==> src/rtl/disp_pkg.sv <==
// disp_pkg: shared types and constants for the BCD display sampler
package disp_pkg;
  localparam int BCD_W = 12;
  localparam int BIN_W = 8;
  localparam int NUM_CH = 3;
  localparam int CONV_STEPS = 8;
  localparam int DD_W = BCD_W + BIN_W;
  typedef enum logic [1:0] {IDLE, CONV, LOAD} state_t;
  function automatic logic [BIN_W-1:0] magnitude(logic [BIN_W-1:0] x);
    return x[BIN_W-1] ? -x : x;
  endfunction
endpackage

==> src/rtl/bcd_dd_step.sv <==
// bcd_dd_step: one combinational double-dabble step (add-3 then shift left)
module bcd_dd_step
  import disp_pkg::*;
(
  input  logic [DD_W-1:0] a,
  output logic [DD_W-1:0] y
);
  logic [DD_W-1:0] adj;
  assign adj[BIN_W-1:0] = a[BIN_W-1:0];
  for (genvar n = 0; n < BCD_W / 4; n++) begin : g_nib
    logic [3:0] d;
    assign d = a[BIN_W+4*n +: 4];
    assign adj[BIN_W+4*n +: 4] = d >= 4'd5 ? d + 4'd3 : d;
  end
  assign y = adj << 1;
endmodule

==> src/rtl/disp_bcd_sampler.sv <==
// disp_bcd_sampler: periodic 3-channel binary-to-BCD sampler with atomic output update.
// Define DISP_SIGNED_EN to treat inputs as two's complement (magnitude + neg flags).
module disp_bcd_sampler
  import disp_pkg::*;
#(
  parameter int REFRESH_CYCLES = 100000
) (
  input  logic              Clk,
  input  logic              Rst,
  input  logic [BIN_W-1:0]  v0_in,
  input  logic [BIN_W-1:0]  v1_in,
  input  logic [BIN_W-1:0]  s4_in,
  output logic [BCD_W-1:0]  v0_bcd,
  output logic [BCD_W-1:0]  v1_bcd,
  output logic [BCD_W-1:0]  s4_bcd,
  output logic [NUM_CH-1:0] neg,
  output logic              valid,
  output logic              busy
);
  state_t state, nxt;
  logic [23:0] cnt;
  logic [2:0] step;
  logic [1:0] ch;
  logic [NUM_CH-1:0][BIN_W-1:0] op, cap;
  logic [BCD_W-1:0] res0, res1;
  logic [DD_W-1:0] w, dd_in, dd_out;
  logic tick, last, fin;
  assign tick = cnt == 24'(REFRESH_CYCLES - 1);
  assign last = step == 3'(CONV_STEPS - 1);
  assign fin = state == CONV && last && ch == 2'(NUM_CH - 1);
  assign valid = state == LOAD;
  assign busy = state != IDLE;
  // operand is injected on the first step of each channel, so no separate load cycle is needed
  assign dd_in = step == 3'd0 ? {{BCD_W{1'b0}}, op[ch]} : w;
  bcd_dd_step u_step (.a(dd_in), .y(dd_out));
`ifdef DISP_SIGNED_EN
  logic [NUM_CH-1:0] sgn, neg_r;
  assign cap = {magnitude(s4_in), magnitude(v1_in), magnitude(v0_in)};
  assign neg = neg_r;
  always_ff @(posedge Clk) begin
    if (Rst) begin
      sgn <= '0;
      neg_r <= '0;
    end else begin
      if (state == IDLE && tick) sgn <= {s4_in[BIN_W-1], v1_in[BIN_W-1], v0_in[BIN_W-1]};
      if (fin) neg_r <= sgn;
    end
  end
`else
  assign cap = {s4_in, v1_in, v0_in};
  assign neg = '0;
`endif
  always_ff @(posedge Clk) state <= Rst ? IDLE : nxt;
  always_comb begin
    nxt = state;
    nxt = (state == IDLE && tick) ? CONV : fin ? LOAD : (state == LOAD) ? IDLE : state;
  end
  always_ff @(posedge Clk) begin
    if (Rst) begin
      cnt <= '0;
      step <= '0;
      ch <= '0;
      op <= '0;
      w <= '0;
      res0 <= '0;
      res1 <= '0;
      v0_bcd <= '0;
      v1_bcd <= '0;
      s4_bcd <= '0;
    end else begin
      cnt <= tick ? '0 : cnt + 24'd1;
      if (state == IDLE && tick) begin
        op <= cap;
        step <= '0;
        ch <= '0;
      end
      if (state == CONV) begin
        w <= dd_out;
        step <= step + 3'd1;
        if (last) ch <= ch + 2'd1;
        if (last && ch == 2'd0) res0 <= dd_out[DD_W-1:BIN_W];
        if (last && ch == 2'd1) res1 <= dd_out[DD_W-1:BIN_W];
      end
      // outputs are written on the edge entering LOAD so they are new while valid is high
      if (fin) begin
        v0_bcd <= res0;
        v1_bcd <= res1;
        s4_bcd <= dd_out[DD_W-1:BIN_W];
      end
    end
  end
endmodule

==> config.mk <==
export PLATFORM = sky130hd
export DESIGN_NAME = disp_bcd_sampler
export DESIGN_NICKNAME = d
export VERILOG_FILES = /design/src/rtl/disp_pkg.sv /design/src/rtl/bcd_dd_step.sv /design/src/rtl/disp_bcd_sampler.sv
export SDC_FILE = /design/constraint.sdc
export NUM_CORES = 1
export LEC_CHECK = 0
export BUFFER_PORTS_ARGS = -buffer_cell sky130_fd_sc_hd__clkbuf_2
export CAP_MARGIN = 25
export CORE_AREA = 2 2 125 97
export DETAILED_ROUTE_END_ITERATION = 10
export DIE_AREA = 0 0 127 99
export PLACE_DENSITY = 0.85
export SLEW_MARGIN = 20
export SYNTH_ARGS = -nofsm -noshare
export SYNTH_HDL_FRONTEND = slang
export SYNTH_SLANG_ARGS = --single-unit
==> constraint.sdc <==
create_clock -name Clk -period 2.56 [get_ports Clk]
set_clock_uncertainty 0.15 [all_clocks]
set_input_delay 0 -clock Clk [delete_from_list [all_inputs] [get_ports Clk]]
set_output_delay 0 -clock Clk [all_outputs]
set_load 0.02 [all_outputs]
# == Yosys cells after proc, flatten, opt, wreduce, memory -nomap -nowiden ==
# Cells that the tools add are included.
# classes
bitwise,0
multipliers,0
n_lt_le_gt_ge,4
reduce_logical,16
muxes,14
n_div,0
eq_ne,6
shifts,0
addsub,6
# ops
op,count
$add 24x1->24 const B,1
$eq 24x17->1 const B,1
$mux 20,1
$bmux 8 s2,1
$ge 4x3->1 const B,3
$mux 2,5
$mux 3,3
$add 4x2->4 const B,2
$mux 4,2
$mux 8,1
$reduce_bool 2->1,3
$logic_and 1x1->1,5
$eq 2x1->1 const B,2
$eq 2x2->1 const B,2
$logic_not 2->1,2
$reduce_and 2->1,2
$reduce_or 2->1,2
$add 3x1->3 const B,1
$add 3x2->3 const B,1
$eq 3x3->1 const B,1
$logic_not 3->1,1
$lt 2x3->1 const B,1
$reduce_bool 3->1,1
$add 2x1->2 const B,1
$mux 1,1
# word_totals
latchBits,0
word_cells,60
n_memories,0
reg_bits,134
romBits,0
in_bits,26
ram_bits,0
output_inout_bits,41

# == Logic depth before layout (Yosys ltp) ==
# logic_depth
word_depth,5
ltp_mapped,12

# == Hierarchy ==
# From an unflattened synthesis, not the netlist that was laid out.
# hier_totals
hier_cells,762
hier_area_um2,5891.9
# by_module_without_submodules
mod,seq_area_each_um2,cells_each,area_per_inst_um2,n_inst
disp_bcd_sampler,2702.6,708,5536.6,1
bcd_dd_step,0.0,54,355.3,1

# == Worst setup path before layout ==
# Ideal clock, no wire load.
# synth_timing
kind,register -> register
from,register step[0]
to,register res0[9]
slack_ns,-0.126
n_path_buf,2
t_required_ns,2.283
period_less_slack_ns,2.686
stages_incl_launch_ff,12
t_arrival_ns,2.409
cell_sequence,dfxtp_1 > inv_1 > ha_1 > nand2b_1 > clkbuf_1 > clkbuf_1 > nand2_1 > ha_1 > nand2b_1 > a21oi_1 > xor2_1 > o31ai_1
# synth_between
elab_chain_cells,4
elab_cells_between_ends,8
cone_classes,1 x add/sub; 1 x order compare; 1 x eq/ne; 2 x mux; 3 x reduce/logical
# synth_rtl
item,line_no,source
"start, declared",disp_bcd_sampler.sv:22,logic [2:0] step;
"start signal, assigned",disp_bcd_sampler.sv:79,step <= step + 3'd1;
$logic_not 3->1,disp_bcd_sampler.sv:34,"assign dd_in = step == 3'd0 ? {{BCD_W{1'b0}}, op[ch]} : w;"
$mux 20,disp_bcd_sampler.sv:34,
$ge 4x3->1 / $add 3x2->3 (equally long branches),bcd_dd_step.sv:13,assign adj[BIN_W+4*n +: 4] = d >= 4'd5 ? d + 4'd3 : d;
$mux 3,bcd_dd_step.sv:13,
"end signal, assigned",disp_bcd_sampler.sv:81,if (last && ch == 2'd0) res0 <= dd_out[DD_W-1:BIN_W];
"end, declared",disp_bcd_sampler.sv:25,"logic [BCD_W-1:0] res0, res1;"
# Parallel ways exist; a longest one is shown, timed or not.
# A chain may end at the register's enable or synchronous reset.

# == Worst setup path in the final report ==
# layout_timing
from,register step[0]
to,register res1[7]
# layout_between
elab_chain_cells,4
elab_cells_between_ends,8
cone_classes,1 x add/sub; 1 x order compare; 1 x eq/ne; 2 x mux; 3 x reduce/logical
# layout_rtl
item,line_no,source
$logic_not 3->1,disp_bcd_sampler.sv:34,
$mux 20,disp_bcd_sampler.sv:34,
$add 4x2->4 / $ge 4x3->1 (equally long branches),bcd_dd_step.sv:13,
$mux 4,bcd_dd_step.sv:13,
"end signal, assigned",disp_bcd_sampler.sv:82,if (last && ch == 2'd1) res1 <= dd_out[DD_W-1:BIN_W];
"end, declared",disp_bcd_sampler.sv:25,
# Parallel ways exist; a longest one is shown, timed or not.

==> metrics.txt <==
Crit Path Max Fanout=10; ranking of synthesized cells by area=dfxtp_1 46%, a21oi_1 9.8%, nand2_1 7.8%, nand4_1 3.3%, clkbuf_1 2.7%; top-area cell type share of the netlist area=45.5%; Yosys reg bits=134; WHS=0.0261 ns; TritonRoute pass-1 iters=5; Final HPWL DP=about 9.2 mm; Synth Cell Area=0.00589 mm2; met1 Track Usage GR=33.5%; number of buffers created by CTS=17; area grow syn2layout=22.4%; R2R depth=9; Initial Utilization=52.1%; Final Net Count=823; Leak=~2.6 nW; Finish-stage setup viols=0; actual slew at the worst max-slew pin=0.670 ns; CTS Sinks=134; period utilization=95.0%; Post-Syn Instances=711; clk buf depth=2; gpl congestion=0.918; Setup TNS=0 ns; reg2reg start=step[0]$_SDFFE_PP0P_; Vias=5507; Pwr per Cell Area=around 660 mW/mm2; Synth Area per Inst=slightly above 8 um2; Die X=around 130 um; WL final=15.0 mm; TritonCTS clock tree=done; crit-path cells=inv_1, ha_1, nand2b_2, nand2_1, ha_1, or3b_2, a21oi_1, nand2_1, a21oi_1; fin crit period=2.43 ns; H-tree levels=4; initial antenna violation count=0; GR Overflow Total=0; worst r2r dst=res1[7]$_SDFFE_PP0P_; Yosys top cell by area=dfxtp_1; IO buf count=63; Post-synth EDFFs=0; max_cap viols=0; Worst EP arrival=around 2.6 ns; Total GRT Usage=24.4%; Top Ports=67; YS warnings=0; DR WL/cell=about 16 um; global-route met3 utilization=between 6 and 7%; sequential fraction of the synthesis area=45.5%; Die Y=99 um; RSZ-0062 raised after global routing=no; core box area=0.0113 mm2; HP Class=in -> reg; # diodes=0; vias in the first global route=5132; most common cell after layout, fill and taps aside=dfxtp_1; WS Path Type=reg -> reg; slowest CP cell=or3b_2; max incr delay on CP=0.46 ns; Worst R2R Setup Slack=0.13 ns; first-iteration detailed-routing DRC count=about 530; post-synthesis cell type count=55; highest clock rate=0.411 GHz; most frequent cells in the layout=134 x dfxtp_1, 123 x nand2_1, 113 x a21oi_1; Main synth FF type=dfxtp_1; CP required=2.76 ns; ys async rst share=0%; pin count of the biggest net entering global routing=52; clock-pin slew on the worst setup and hold paths=roughly 0.06 ns; Worst setup SP type=register; # rows=34; DR vias/cell=~6; crit path capture type=register; final slew viol count=0; crit path to=res1[7]$_SDFFE_PP0P_; # DRC=0; antenna-violating nets left=0; Worst-Skew Late Latency=0.42 ns; gr busiest metal=met2; routing usage on met2=37.7%; Worst setup startpoint=step[0]$_SDFFE_PP0P_; layout cells sized above 1=about 18%; Max IR drop VDD=~0.56 mV; first-pass GRT wire length=approximately 25 mm; final-report hold violation count=0; status=complete, no violations; Rel. slew slack=54.7%; die area=0.0126 mm2; clock root cell=clkbuf_16
-- where the power goes --
group | leakage [nW] | internal, mW | total, mW | switching (mW)
logic | 1.19 | 0.0477 | 0.104 | 0.0562
clock network | 0.301 | 1.59 | 2.54 | 0.949
registers | 1.08 | 2.09 | 2.09 | 0.00407
-- worst min-delay path by stage --
| stage | startpoint | slack [ns] | cells past startpoint | end |
|---|---|---|---|---|
| 6_report | Rst | 0.03 | 3 | state[0]$_SDFFE_PP0P_ |
| 5_1_grt | Rst | 0.04 | 3 | res0[5]$_SDFFE_PP0P_ |
| 4_1_cts | Rst | 0.005 | 3 | state[1]$_SDFFE_PP0P_ |
| 3_5_place_dp | v0_in[2] | 0.1 | 3 | op[2]$_SDFFE_PP0P_ |
| 3_3_place_gp | s4_in[1] | 0.1 | 3 | op[17]$_SDFFE_PP0P_ |
| 2_1_floorplan | v0_in[0] | 0.004 | 2 | op[0]$_SDFFE_PP0P_ |
-- metal layers --
metal  vias to the layer above  share of wire [%]
li1                       2690                  -
met1                      2544                 45
met2                       240                 45
met3                        33                7.9
met4                         0                2.2
met5                         -                  0
-- per-stage QoR --
stage | cell area, um2 | setup WS [ns] | power, mW | cells | utilization, %
after floorplan | 5900 | 0.0773 | 2.18 | 713 | -
after global placement | 6340 | 0.140 | 2.21 | 887 | 56.1
after detailed placement | 6340 | 0.0259 | 2.21 | 887 | 56.1
after CTS | 7200 | 0.00442 | 4.76 | 943 | 63.7
after global routing | 7210 | 0.0177 | 4.87 | 943 | 63.8
final | 7210 | 0.127 | 4.74 | 943 | 63.8
-- kinds of logic (layout without fill, tap and decap cells) --
logic type	after synthesis	in the layout	share of synthesized area (%)
other	1	3	0.0636
adder cells (fa/ha/maj)	11	11	2.34
XOR/XNOR	12	12	1.78
AND/OR/NAND/NOR	255	255	21.6
flip-flops	134	134	45.5
multiplexers	8	8	1.51
AO/OA/AOI/OAI	217	217	21.8
buffers and inverters	73	159	5.43
-- synth_stat cells, types with 13 or more instances --
master,number
nand4_1,31
nor2_1,25
o31ai_1,13
clkbuf_1,43
o21ai_0,21
nand3_1,13
dfxtp_1,134
a21oi_1,115
o211ai_1,20
inv_1,15
nand2_1,123
o21ai_1,19
-- state kept, by name, indices dropped and copies added (netlist names), 3 cells and up --
name    flops
cnt        24
op         24
w          19
res0       12
res1       12
s4_bcd     12
v0_bcd     12
v1_bcd     12
step        3
-- repair_timing --
action / 4_1_cts / 5_1_grt
buffers inserted: 0 / 0
setup endpoints to repair: 0 / 23
hold buffers: 24 / 0
gates resized for setup: 0 / 3
endpoints found under the hold margin: 24 / 0
-- critical path: cells and delay by family (launching register included) --
| family | cells | cell delay [ns] |
|---|---|---|
| compound gates | 2 | 0.42 |
| fa+ha+maj | 2 | 0.48 |
| buf+inv | 1 | 0.08 |
| flops | 1 | 0.37 |
| simple gates | 4 | 0.87 |
-- cell type report --
type	count	area (um2)
clock inverters	13	168
fillers	919	4100
repair buffers	111	763
clock buffers	19	453
inverters	16	60.1
well taps	144	180
flip-flops and latches	134	2680
multi-input cells	506	2910
(Power assumes the default switching activity.)
